`src/rtl/proc_control.sv`:
```
`default_nettype none
// ============================================================================
// Module  : proc_control
// Brief   : Instruction sequencer for the simple 16-bit processor; it drives
//           the bus-source selects, register-load enables and ALU control.
// Revision: 1.0  initial release
// ============================================================================
module proc_control #(
   parameter int DATA_WIDTH = 16
) (
   input  logic                  clock,
   input  logic                  resetn,
   input  logic                  run,
   input  logic [DATA_WIDTH-1:0] din,
   output logic [7:0]            r_out,
   output logic                  din_out,
   output logic                  g_out,
   output logic [7:0]            r_in,
   output logic                  a_in,
   output logic                  g_in,
   output logic                  addsub,
   output logic                  ir_in,
   output logic                  done,
   output logic [1:0]            tstep
);

   typedef enum logic [1:0] {
      T0 = 2'd0,
      T1 = 2'd1,
      T2 = 2'd2,
      T3 = 2'd3
   } step_t;

   localparam logic [2:0] c_op_mv  = 3'b000;
   localparam logic [2:0] c_op_mvi = 3'b001;
   localparam logic [2:0] c_op_add = 3'b010;
   localparam logic [2:0] c_op_sub = 3'b011;

   step_t      r_step;
   step_t      w_step_nxt;
   logic [8:0] r_ir;
   logic [2:0] w_op;
   logic [7:0] w_x_sel;
   logic [7:0] w_y_sel;
   logic       w_arith;
   logic       w_din_unused;

   assign w_op    = r_ir[8:6];
   assign w_x_sel = 8'b1 << r_ir[5:3];
   assign w_y_sel = 8'b1 << r_ir[2:0];
   assign w_arith = (w_op == c_op_add) || (w_op == c_op_sub);

   // Immediate data on din is routed by the external bus mux, not used here.
   assign w_din_unused = ^din[DATA_WIDTH-10:0];

   always_ff @(posedge clock) begin
      if (!resetn) begin
         r_step <= T0;
         r_ir   <= '0;
      end else begin
         r_step <= w_step_nxt;
         if (ir_in) begin
            r_ir <= din[DATA_WIDTH-1 -: 9];
         end
      end
   end

   always_comb begin
      r_out      = '0;
      din_out    = 1'b0;
      g_out      = 1'b0;
      r_in       = '0;
      a_in       = 1'b0;
      g_in       = 1'b0;
      addsub     = 1'b0;
      ir_in      = 1'b0;
      done       = 1'b0;
      tstep      = 2'd0;
      w_step_nxt = r_step;

      // Everything stays quiet while reset is held so no register is written.
      if (resetn) begin
         tstep = r_step;
         case (r_step)
            T0: begin
               if (run) begin
                  ir_in      = 1'b1;
                  w_step_nxt = T1;
               end
            end
            T1: begin
               case (w_op)
                  c_op_mv: begin
                     r_out      = w_y_sel;
                     r_in       = w_x_sel;
                     done       = 1'b1;
                     w_step_nxt = T0;
                  end
                  c_op_mvi: begin
                     din_out    = 1'b1;
                     r_in       = w_x_sel;
                     done       = 1'b1;
                     w_step_nxt = T0;
                  end
                  c_op_add, c_op_sub: begin
                     r_out      = w_x_sel;
                     a_in       = 1'b1;
                     w_step_nxt = T2;
                  end
                  default: begin
                     done       = 1'b1;
                     w_step_nxt = T0;
                  end
               endcase
            end
            T2: begin
               w_step_nxt = T0;
               if (w_arith) begin
                  r_out      = w_y_sel;
                  g_in       = 1'b1;
                  addsub     = (w_op == c_op_sub);
                  w_step_nxt = T3;
               end
            end
            T3: begin
               w_step_nxt = T0;
               if (w_arith) begin
                  g_out = 1'b1;
                  r_in  = w_x_sel;
                  done  = 1'b1;
               end
            end
         endcase
      end
   end

endmodule
`default_nettype wire

```
`config.mk`:
```
export PLATFORM = sky130hd
export DESIGN_NAME = proc_control
export DESIGN_NICKNAME = d
export VERILOG_FILES = /design/src/rtl/proc_control.sv
export SDC_FILE = /design/constraint.sdc
export NUM_CORES = 1
export LEC_CHECK = 0
export BUFFER_PORTS_ARGS = -buffer_cell sky130_fd_sc_hd__buf_2
export CAP_MARGIN = 5
export CORE_UTILIZATION = 29
export CTS_BUF_LIST = sky130_fd_sc_hd__clkbuf_2 sky130_fd_sc_hd__clkbuf_4 sky130_fd_sc_hd__clkbuf_8
export DETAILED_ROUTE_END_ITERATION = 10
export PLACE_DENSITY = 0.57
export SLEW_MARGIN = 20
export SYNTH_ARGS = -nofsm -noshare
export SYNTH_HDL_FRONTEND = slang
export SYNTH_SLANG_ARGS = --single-unit
```
`constraint.sdc`:
```
create_clock -name clock -period 3.75 [get_ports clock]
set_clock_uncertainty 0.2 [all_clocks]
set_input_delay 0.375 -clock clock [delete_from_list [all_inputs] [get_ports clock]]
set_output_delay 0.375 -clock clock [all_outputs]
set_load 0.1 [all_outputs]
```
==> Implementation_results.wiki, run 1 <==
{| class="wikitable"
! Metric !! Value
|-
| Status || finished, final reports clean
|-
| Longest Clk Path Bufs || 2
|-
| Endpoint required time on the critical path || 3.17 ns
|-
| Net count of the finished layout || roughly 170
|-
| Area Growth Syn to Fin || 29.4%
|-
| CTS tree || done
|-
| Vias/cell || approximately 4.8
|-
| Unrepaired setup endpoints after global routing || no
|-
| Number of detailed-routing iterations run before antenna repair || 4
|-
| Dominant cell type by area after synthesis || dfxtp_1
|-
| Async S/R FF share, synth || 0%
|-
| Proportion of synthesized area in mux cells || around 2.7%
|-
| Count of filler cells inserted in the layout || ~290
|-
| Final critical delay including setup and external delays || approximately 2.7 ns
|-
| First-pass GRT wire length || 3150 microns
|-
| Met2 layer wire length in the routed design || slightly below 1000 microns
|-
| Syn_area_per_cell || 7.44 sq um
|-
| Power per standard cell area || between 300 and 400 nW/um^2
|-
| Total length of routed wires || roughly 2000 microns
|-
| Critical path class || reg2out
|-
| Hold depth || 3
|-
| Worst hold path endpoint || r_ir[6]$_SDFFE_PN0P_
|-
| Max capacitance violation total || 0
|-
| Count of vias placed by the detailed router || around 840
|-
| Placement row count || 18
|-
| Via count of the first global-routing pass || ~750
|-
| Number of cells traversed by the worst register-to-register path || 5
|-
| H-tree lvl count || 1
|-
| Count of endpoints failing hold in the final timing report || 0
|-
| Headroom to the max-slew limit || approximately 68%
|-
| Top cell type's share of synthesized area || about 28%
|-
| DIE AREA || between 2000 and 3000 sq um
|-
| Cells after synthesis || ~110
|-
| Worst R2R Setup Slack || between 2 and 2.5 ns
|-
| Synth Warn # || 0
|-
| Synth top cells by count || nand2_1 (23), nor2_1 (14), dfxtp_1 (11), a21oi_1 (9), o22ai_1 (7)
|-
| Top Metal Used || met4
|-
| Area of the core || ~2500 sq um
|-
| Highest ir drop seen on vdd || ~0.20 mV
|-
| Most used DFF post-synth || dfxtp_1
|-
| Clock latency on the worst-skew pair || approximately 0.26 ns
|-
| Count of input and output buffers || 36
|-
| Transition time at the pin with the least slew margin || 0.490 ns
|-
| Antenna violations before repair || 0
|-
| Post-CTS Setup Bufs || 0
|-
| Final instance area || between 1000 and 1500 sq um
|-
| Synth Area in Adders || between 7 and 8%
|-
| TritonCTS buffer count || 3
|-
| Largest driver fanout on the critical path || 5
|-
| Cell Area, Placed || 992 sq um
|-
| Synthesized netlist net count || 130
|-
| Share of final-layout standard cells stronger than drive strength 1 || 34.3%
|-
| Count of antenna diodes in the layout || 0
|-
| Pins Over Slew Limit || 0
|-
| Largest net degree at the start of global routing || 14
|-
| Drt wl/cell || 11.3 microns
|-
| Initial standard-cell utilization of the core || between 30% and 40%
|-
| Hold Startpoint || din[13]
|-
| Kind of start point of the critical path || register
|-
| Synth Area in Simple Gates || 39.8%
|-
| Clock slew seen by the registers of the worst setup and hold paths || approximately 0.07 ns
|-
| R2r startpoint || r_step[0]$_SDFFE_PN0P_
|-
| Area share of xor/xnor cells in the synthesized design || 0%
|-
| Boundary Pins || 44
|-
| Number of clock sinks || 11
|-
| Worst reg2reg path endpoint || r_step[0]$_SDFFE_PN0P_
|-
| Die Y || between 50 and 60 microns
|-
| Compound-cell area share of the yosys netlist || roughly 18%
|-
| Final setup violating endpoints || 0
|-
| Post-DRT Antenna Nets || 0
|-
| Iteration-0 DRC count of the detailed router || 11
|-
| Post-synthesis cell area || 788 sq um
|-
| Number of distinct library cell variants in the gate-level netlist after synthesis || 32
|-
| Residual DRC || 0
|-
| Root buffer cell || clkbuf_4
|-
| Maximum frequency from static timing analysis || between 300 and 400 MHz
|-
| Share of synthesized area occupied by flip-flops and latches || roughly 28%
|-
| Largest family of logic cells by synthesized area || simple AND/OR/NAND/NOR gates
|-
| FF+latch count, synth || 11
|-
| Leading cell types by total area after synthesis || dfxtp_1 (28%), nand2_1 (11%), ha_1 (7.9%)
|-
| Data arrival time at the worst-slack endpoint || ~2.2 ns
|-
| Most numerous cell in the Yosys netlist || nand2_1
|-
| Met3 wire length || between 60 and 70 microns
|-
| GP Congestion || 0.718
|-
| Number of synthesized flops with an enable pin || 0
|-
| GR Overflow Total || 0
|-
| Leakage power of the design || a little under 0.5 nW
|-
| Total Neg Setup Slack || 0 ns
|-
| Critical path startpoint || r_step[0]$_SDFFE_PN0P_
|-
| Count of cells resized by post-cts repair || 0
|-
| Post-route clock period utilization || roughly 73%
|-
| Length of routed wiring on met1 || between 800 and 900 microns
|-
| Half-perimeter wire length after detailed placement || 1580 microns
|-
| Worst min-delay path class || in2reg
|-
| Aggregate global-route resource usage || between 10% and 20%
|-
| Crit end category || primary output
|-
| Horizontal die dimension || 54.1 microns
|-
| CTS Hold Bufs || 0
|}
-- layout by cell type, fill, tap and decap left out, types with 2 or more instances in the layout --
| master | synthesis | final |
|---|---|---|
| inv_1 | 2 | 2 |
| a21oi_1 | 9 | 9 |
| and2_1 | 3 | 3 |
| nand3b_1 | 2 | 2 |
| nand2_1 | 23 | 23 |
| nand3_1 | 2 | 2 |
| buf_2 | 2 | 36 |
| and3_1 | 3 | 3 |
| clkbuf_4 | 0 | 3 |
| nand2b_1 | 2 | 2 |
| ha_1 | 5 | 5 |
| nand4b_1 | 2 | 2 |
| dfxtp_1 | 11 | 11 |
| o22ai_1 | 7 | 7 |
| nor2b_1 | 2 | 2 |
| nor2_1 | 14 | 14 |
-- registers in the layout, indices dropped and copies added, names as in the netlist --
name    count
r_ir        9
r_step      2
-- layer usage --
| layer | track usage (%) | up-vias |
|---|---|---|
| met1 | 18.7 | 371 |
| met5 | 0 | - |
| met3 | 1.69 | 2 |
| li1 | - | 445 |
| met4 | 8.97 | 0 |
| met2 | 25.0 | 17 |
-- worst max-delay path: stages, from the launching register on --
cell and delay, ns:
dfxtp_1 0.37, inv_1 0.11, ha_1 0.36, and4_1 0.23, nand3b_1 0.16, o22ai_1 0.22
buf_2 0.45
-- logic make-up after synthesis --
group / Yosys count
flip-flops: 11
buffers and inverters: 6
AND/OR/NAND/NOR: 61
multiplexers: 2
AO/OA/AOI/OAI: 21
adder cells (fa/ha/maj): 5
-- power breakdown --
part / internal, W / total, W / leakage, nW / switching [W]
sequential: 0.000125 / 0.000134 / 0.0903 / 0.00000937
combinational: 0.0000282 / 0.0000988 / 0.382 / 0.0000706
clock: 0.0000394 / 0.0000779 / 0.0177 / 0.0000385
total: 0.000192 / 0.000311 / 0.490 / 0.000118
-- per-stage QoR --
step	cells	worst slack, ns	total power (W)	hold WS (ns)	utilization (%)
after global placement	169	1.35	0.000234	0.271	39.3
after global routing	173	0.882	0.000332	0.137	40.4
after floorplan	106	0.571	0.000215	0.252	-
after CTS	173	1.01	0.000316	0.131	40.4
final	173	1.01	0.000311	0.141	40.4
after detailed placement	169	1.32	0.000236	0.276	39.3
-- how the worst max path moves through the flow --
stage                     to  slack (ns)  cells past startpoint
CTS                 r_out[5]        1.01                      6
floorplan           r_out[7]        0.57                      5
finish              r_out[5]        1.01                      6
detailed placement  r_out[5]        1.32                      6
global placement    r_out[5]        1.35                      6
global route        r_out[5]        0.88                      6
-- layout make-up --
cell class / instances / area (sq um) / area share [%]
clock inverter: 1 / 5.00 / 0.491
sequential: 11 / 220 / 21.6
inverter: 3 / 11.3 / 1.10
tap: 30 / 37.5 / 3.68
multi-input combinational: 89 / 543 / 53.3
timing repair buffer: 36 / 180 / 17.7
clock buffer: 3 / 22.5 / 2.21
(Power assumes the default switching activity.)
==> inputs of run 2 (changes only) <==
==> constraint.sdc (replaced) <==
create_clock -name clock -period 2.6 [get_ports clock]
set_clock_uncertainty 0.2 [all_clocks]
set_input_delay 0.26 -clock clock [delete_from_list [all_inputs] [get_ports clock]]
set_output_delay 0.26 -clock clock [all_outputs]
set_load 0.1 [all_outputs]
==> run 2 against run 1 <==
Effect of this change: sequential power grew 44%; sequential share of layout area shrank 2.1 points; wire length grew 4.7%; utilization grew 4.3 points; combinational power grew 54%; final area grew 11%; die area is the same; critical path type unchanged; critical endpoint unchanged.
==> Implementation_results.wiki, run 2 (synthesis results as in run 1) <==
{| class="wikitable"
! Metric !! Value
|-
| Root buffer cell || clkbuf_4
|-
| Largest net degree at the start of global routing || 14 (unchanged)
|-
| GR Overflow Total || 0 (unchanged)
|-
| Hold depth || 3 (unchanged)
|-
| CTS tree || done
|-
| Max capacitance violation total || 0 (unchanged)
|-
| Placement row count || 18 (unchanged)
|-
| Area Growth Syn to Fin || 43.0%
|-
| Top flop regs || r_ir (9), r_step (2)
|-
| Net count of the finished layout || 169 (+0.60%)
|-
| Drt wl/cell || 11.8 microns (+4.1%)
|-
| Pins Over Slew Limit || 0 (unchanged)
|-
| Number of detailed-routing iterations run before antenna repair || 4 (unchanged)
|-
| Count of filler cells inserted in the layout || 266 (-7.3%)
|-
| Largest driver fanout on the critical path || 5 (unchanged)
|-
| Clock slew seen by the registers of the worst setup and hold paths || 0.07 ns (about the same)
|-
| Total Neg Setup Slack || 0 ns (unchanged)
|-
| Worst hold slack across all endpoints || 0.0335 ns (-0.108 ns)
|-
| Share of final-layout standard cells stronger than drive strength 1 || 44.4% (+10 points)
|-
| Post-DRT Antenna Nets || 0 (unchanged)
|-
| Longest Clk Path Bufs || 2 (unchanged)
|-
| Number of clock sinks || 11 (unchanged)
|-
| Power per standard cell area || 415 nW/um^2 (+36%)
|-
| Final setup violating endpoints || 0 (unchanged)
|-
| Maximum frequency from static timing analysis || ~400 MHz
|-
| Final critical delay including setup and external delays || approximately 2.5 ns
|-
| Kind of start point of the critical path || register
|-
| Aggregate global-route resource usage || 14.6% (-0.60 points)
|-
| Crit end category || primary output
|-
| Vias/cell || 4.84 (+0.38%)
|-
| Half-perimeter wire length after detailed placement || 1650 microns (+4.2%)
|-
| Iteration-0 DRC count of the detailed router || 12 (+1)
|-
| Count of input and output buffers || 36 (unchanged)
|-
| Boundary Pins || 44 (unchanged)
|-
| Via count of the first global-routing pass || 710 (-4.7%)
|-
| Residual DRC || 0 (unchanged)
|-
| Number of cells traversed by the worst register-to-register path || 5 (unchanged)
|-
| Total length of routed wires || 2050 microns (+4.7%)
|-
| Count of vias placed by the detailed router || 843 (+0.96%)
|-
| Data arrival time at the worst-slack endpoint || 2.04 ns (-0.12 ns)
|-
| Transition time at the pin with the least slew margin || 0.496 ns (+0.00537 ns)
|-
| Count of cells resized by post-cts repair || 0 (unchanged)
|-
| Flip-flop count of the largest register, all copies and words added || 9 (unchanged)
|-
| Largest reg by FF count || r_ir
|-
| Antenna violations before repair || 0 (unchanged)
|-
| Headroom to the max-slew limit || 67.2% (-0.36 points)
|-
| Critical path class || reg2out
|-
| Clock latency on the worst-skew pair || 0.26 ns (about the same)
|-
| CTS Hold Bufs || 0 (unchanged)
|-
| GP Congestion || 0.728 (+1.4%)
|-
| Endpoint required time on the critical path || 2.14 ns (-1.03 ns)
|-
| Area of the core || 2520 sq um (unchanged)
|-
| Status || finished, final reports clean
|-
| Highest ir drop seen on vdd || 0.274 mV (+39%)
|-
| Most common cell after layout, fill and taps aside || buf_2
|-
| Horizontal die dimension || 54.1 microns (unchanged)
|-
| Post-CTS Setup Bufs || 0 (unchanged)
|-
| Post-route clock period utilization || 96.1%
|-
| Unrepaired setup endpoints after global routing || yes
|-
| TritonCTS buffer count || 3 (unchanged)
|-
| Leakage power of the design || 0.502 nW (+2.5%)
|-
| Most frequent cells in the layout || buf_2 (28), nand2_1 (23), dfxtp_1 (11)
|-
| Initial standard-cell utilization of the core || 31.3% (unchanged)
|-
| First-pass GRT wire length || 3110 microns (-1.5%)
|-
| Die Y || 54.1 microns (unchanged)
|-
| DIE AREA || 2930 sq um (unchanged)
|-
| Count of antenna diodes in the layout || 0 (unchanged)
|-
| H-tree lvl count || 1 (unchanged)
|-
| Count of endpoints failing hold in the final timing report || 0 (unchanged)
|-
| Worst min-delay path class || in2reg
|}
[run 2: cell type report]
type | count | area (sq um) | area share [%]
Tap cell | 30 | 37.5 | 3.33
Clock buffer | 4 | 30.0 | 2.66
Sequential cell | 11 | 220 | 19.5
Inverter | 3 | 11.3 | 0.999
Multi-Input combinational cell | 89 | 596 | 52.8
Timing Repair Buffer | 37 | 233 | 20.6
[run 2: worst max-delay path: stages, from the launching register on]
cell and delay [ns]:
dfxtp_1 0.36, inv_1 0.12, ha_1 0.37, and4_1 0.22, nand3b_1 0.17, o22ai_1 0.32
buf_12 0.22
[run 2: path summary, 6_finish.rpt]
check,slack (ns),endpoint,start
setup / recovery,0.10,r_out[5],r_step[0]$_SDFFE_PN0P_
hold / removal,0.03,r_ir[4]$_SDFFE_PN0P_,din[11]
setup reg to reg,1.01,r_step[0]$_SDFFE_PN0P_,r_step[0]$_SDFFE_PN0P_
hold reg to reg,0.29,r_ir[3]$_SDFFE_PN0P_,r_ir[3]$_SDFFE_PN0P_
[run 2: layer usage]
layer / GRT usage [%] / share of wire, %
met1: 19.0 / 47
met2: 24.0 / 49
met3: 1.41 / 3.4
met4: 6.41 / 0.59
met5: 0 / 0
[run 2: stage by stage]
stage,util (%),cell area (sq um),setup slack [ns],instances,power (W)
6_report,44.7,1130,0.102,174,0.000468
2_1_floorplan,-,841,-0.463,106,0.000316
5_1_grt,44.7,1130,-0.0347,174,0.000496
3_3_place_gp,42.9,1080,0.335,170,0.000346
3_5_place_dp,42.9,1080,0.311,170,0.000349
4_1_cts,44.1,1110,0.0147,174,0.000472
[run 2: where the power goes]
group / total (W) / switching [W] / internal [W]
sequential: 0.000193 / 0.0000133 / 0.000180
combinational: 0.000152 / 0.000108 / 0.0000444
clock: 0.000123 / 0.0000528 / 0.0000697
total: 0.000468 / 0.000174 / 0.000294
==> inputs of run 3 (changes only) <==
==> constraint.sdc (replaced) <==
create_clock -name clock -period 2.6 [get_ports clock]
set_clock_uncertainty 0.2 [all_clocks]
set_input_delay 0.78 -clock clock [delete_from_list [all_inputs] [get_ports clock]]
set_output_delay 0.78 -clock clock [all_outputs]
set_load 0.1 [all_outputs]
==> run 3 against run 2 <==
Effect of this change: the run now ends with setup timing left; fmax fell by 11%; clock power about the same; combinational power grew 55%; first-iteration DRC count down 8.3%; sequential cell count unchanged; total power is 19% higher; count of clock-buffer cells in the layout did not move; sequential power grew 3%.
==> Implementation_results.wiki, run 3 (synthesis results as in run 1) <==
{| class="wikitable"
! Metric !! Value
|-
| Area of the core || 2520 sq um (unchanged)
|-
| Final critical delay including setup and external delays || 2.80 ns (+0.307 ns)
|-
| Flip-flop count of the largest register, all copies and words added || 9 (unchanged)
|-
| Endpoint required time on the critical path || 1.62 ns (-0.52 ns)
|-
| Final setup violating endpoints || 16 (+16)
|-
| Most frequent cells in the layout || buf_12 (25), nand2_1 (22), buf_4 (12)
|-
| H-tree lvl count || 1 (unchanged)
|-
| Utilization after layout || 71.1% (+26 points)
|-
| Antenna violations before repair || 0 (unchanged)
|-
| Via count of the first global-routing pass || 829 (+17%)
|-
| Total Neg Setup Slack || -1.86 ns (-1.86 ns)
|-
| Drt wl/cell || 12.5 microns (+6.1%)
|-
| GR Overflow Total || 0 (unchanged)
|-
| Number of cells traversed by the worst register-to-register path || 6 (+1)
|-
| Count of antenna diodes in the layout || 0 (unchanged)
|-
| Crit end category || primary output
|-
| Data arrival time at the worst-slack endpoint || 1.82 ns (-0.22 ns)
|-
| DIE AREA || 2930 sq um (unchanged)
|-
| Iteration-0 DRC count of the detailed router || 11 (-1)
|-
| Worst-path cell chain || inv_4, ha_4, and4_4, nand3b_1, buf_6, o22ai_4, buf_12
|-
| Residual DRC || 0 (unchanged)
|-
| GP Congestion || 0.723 (-0.66%)
|-
| Placed instance count || 180 (+5.9%)
|-
| Crit path largest cell delay || 0.37 ns (about the same)
|-
| Maximum frequency from static timing analysis || 357 MHz (-11%)
|-
| Aggregate global-route resource usage || 17.9% (+3.3 points)
|-
| TritonCTS buffer count || 3 (unchanged)
|-
| Cell Area, Placed || 1670 sq um (+54%)
|-
| Post-route clock period utilization || 108% (+12 points)
|-
| Die Y || 54.1 microns (unchanged)
|-
| Horizontal die dimension || 54.1 microns (unchanged)
|-
| Kind of start point of the critical path || register
|-
| Number of clock sinks || 11 (unchanged)
|-
| Net count of the finished layout || 182 (+7.7%)
|-
| Post-DRT Antenna Nets || 0 (unchanged)
|-
| Largest reg by FF count || r_ir
|-
| CTS Hold Bufs || 0 (unchanged)
|-
| Worst R2R Setup Slack || 0.89 ns (-0.12 ns)
|-
| Hold depth || 2 (-1)
|-
| Boundary Pins || 44 (unchanged)
|-
| Unrepaired setup endpoints after global routing || yes
|-
| Longest Clk Path Bufs || 2 (unchanged)
|-
| CTS tree || done
|-
| Number of detailed-routing iterations run before antenna repair || 4 (unchanged)
|-
| Most common cell after layout, fill and taps aside || buf_12
|-
| Count of filler cells inserted in the layout || 206 (-23%)
|-
| Initial standard-cell utilization of the core || 31.3% (unchanged)
|-
| Share of final-layout standard cells stronger than drive strength 1 || 63.7% (+19 points)
|-
| Leakage power of the design || 0.641 nW (+28%)
|-
| Power per standard cell area || 311 nW/um^2 (-25%)
|-
| Placement row count || 18 (unchanged)
|-
| First-pass GRT wire length || 3770 microns (+21%)
|-
| Half-perimeter wire length after detailed placement || 1910 microns (+16%)
|-
| Top flop regs || r_ir (9), r_step (2)
|-
| Final instance area || 1790 sq um (+59%)
|-
| Count of input and output buffers || 36 (unchanged)
|-
| Transition time at the pin with the least slew margin || 0.450 ns (-0.0461 ns)
|-
| Max capacitance violation total || 0 (unchanged)
|-
| Largest net degree at the start of global routing || 10 (-4)
|-
| Critical path class || reg2out
|-
| Status || finished, violations left
|-
| Worst min-delay path class || reg2reg
|-
| Pins Over Slew Limit || 0 (unchanged)
|-
| Crit path setup slack, layout || -0.204 ns (-0.307 ns)
|-
| Count of endpoints failing hold in the final timing report || 0 (unchanged)
|-
| Clock slew seen by the registers of the worst setup and hold paths || 0.06 ns (about the same)
|-
| Violated checks || setup timing
|-
| Largest driver fanout on the critical path || 4 (-1)
|-
| Highest ir drop seen on vdd || 0.288 mV (+5.2%)
|-
| Root buffer cell || clkbuf_4
|-
| Vias/cell || 5.16 (+6.4%)
|-
| Total length of routed wires || 2340 microns (+14%)
|-
| Clock latency on the worst-skew pair || 0.27 ns (about the same)
|-
| Area Growth Syn to Fin || 128%
|-
| Count of vias placed by the detailed router || 964 (+14%)
|-
| Slowest cell on crit path || dfxtp_4
|-
| Post-Layout Cell Count || 187 (+7.5%)
|-
| Headroom to the max-slew limit || 70.0% (+2.8 points)
|}
==> run 3: changes by cell type in the layout (fill, tap and decap cells not counted), moves of 6 or more <==
cell	before	now
buf_2	28	11
buf_4	6	12
nor2_4	0	11
buf_12	2	25
o22ai_4	0	8
nor2_2	8	0
o22ai_2	6	0
==> run 3: cell type report <==
| cell class | count | area [sq um] | share of cell area (%) |
|---|---|---|---|
| clock buffers | 4 | 30.0 | 1.67 |
| inverters | 3 | 13.8 | 0.767 |
| multi-input cells | 89 | 818 | 45.6 |
| flip-flops and latches | 11 | 226 | 12.6 |
| well taps | 30 | 37.5 | 2.09 |
| repair buffers | 50 | 668 | 37.2 |
==> run 3: worst max-delay path, delay by kind of cell, from the launching register on <==
kind | cells | cell delay [ns]
and+or+nand+nor | 2 | 0.32
adders and majority gates | 1 | 0.27
DFF | 1 | 0.37
AOI/OAI and AO/OA | 1 | 0.17
buffers and inverters | 3 | 0.41
==> run 3: what timing repair did <==
action / in CTS / in global routing
buffers inserted: 1 / 2
pin swaps: 4 / 2
gates resized for setup: 15 / 6
endpoints found under the setup margin: 16 / 17
==> run 3: where the power goes <==
part           switching (W)  internal [W]
registers          0.0000174      0.000180
clock network      0.0000545     0.0000699
logic               0.000140     0.0000963
==> run 3: metal layers <==
metal	track usage [%]	share of wire, %
met1	22.4	39
met2	30.7	55
met3	1.69	4.4
met4	7.69	2.0
met5	0	0
==> run 3: path summary, 6_finish.rpt <==
check,startpoint,to
worst min register to register,r_ir[3]$_SDFFE_PN0P_,r_ir[3]$_SDFFE_PN0P_
worst min-delay path,r_ir[3]$_SDFFE_PN0P_,r_ir[3]$_SDFFE_PN0P_
worst max-delay path,r_step[0]$_SDFFE_PN0P_,r_out[6]
worst max register to register,r_step[0]$_SDFFE_PN0P_,r_step[1]$_SDFFE_PN0P_
==> run 3: metrics by stage <==
step	setup slack (ns)	total power, W	hold slack [ns]
finish	-0.204	0.000558	0.293
detailed placement	-0.183	0.000413	0.284
CTS	-0.197	0.000557	0.296
global route	-0.275	0.000589	0.337
floorplan	-0.296	0.000344	0.252
global placement	-0.163	0.000408	0.273
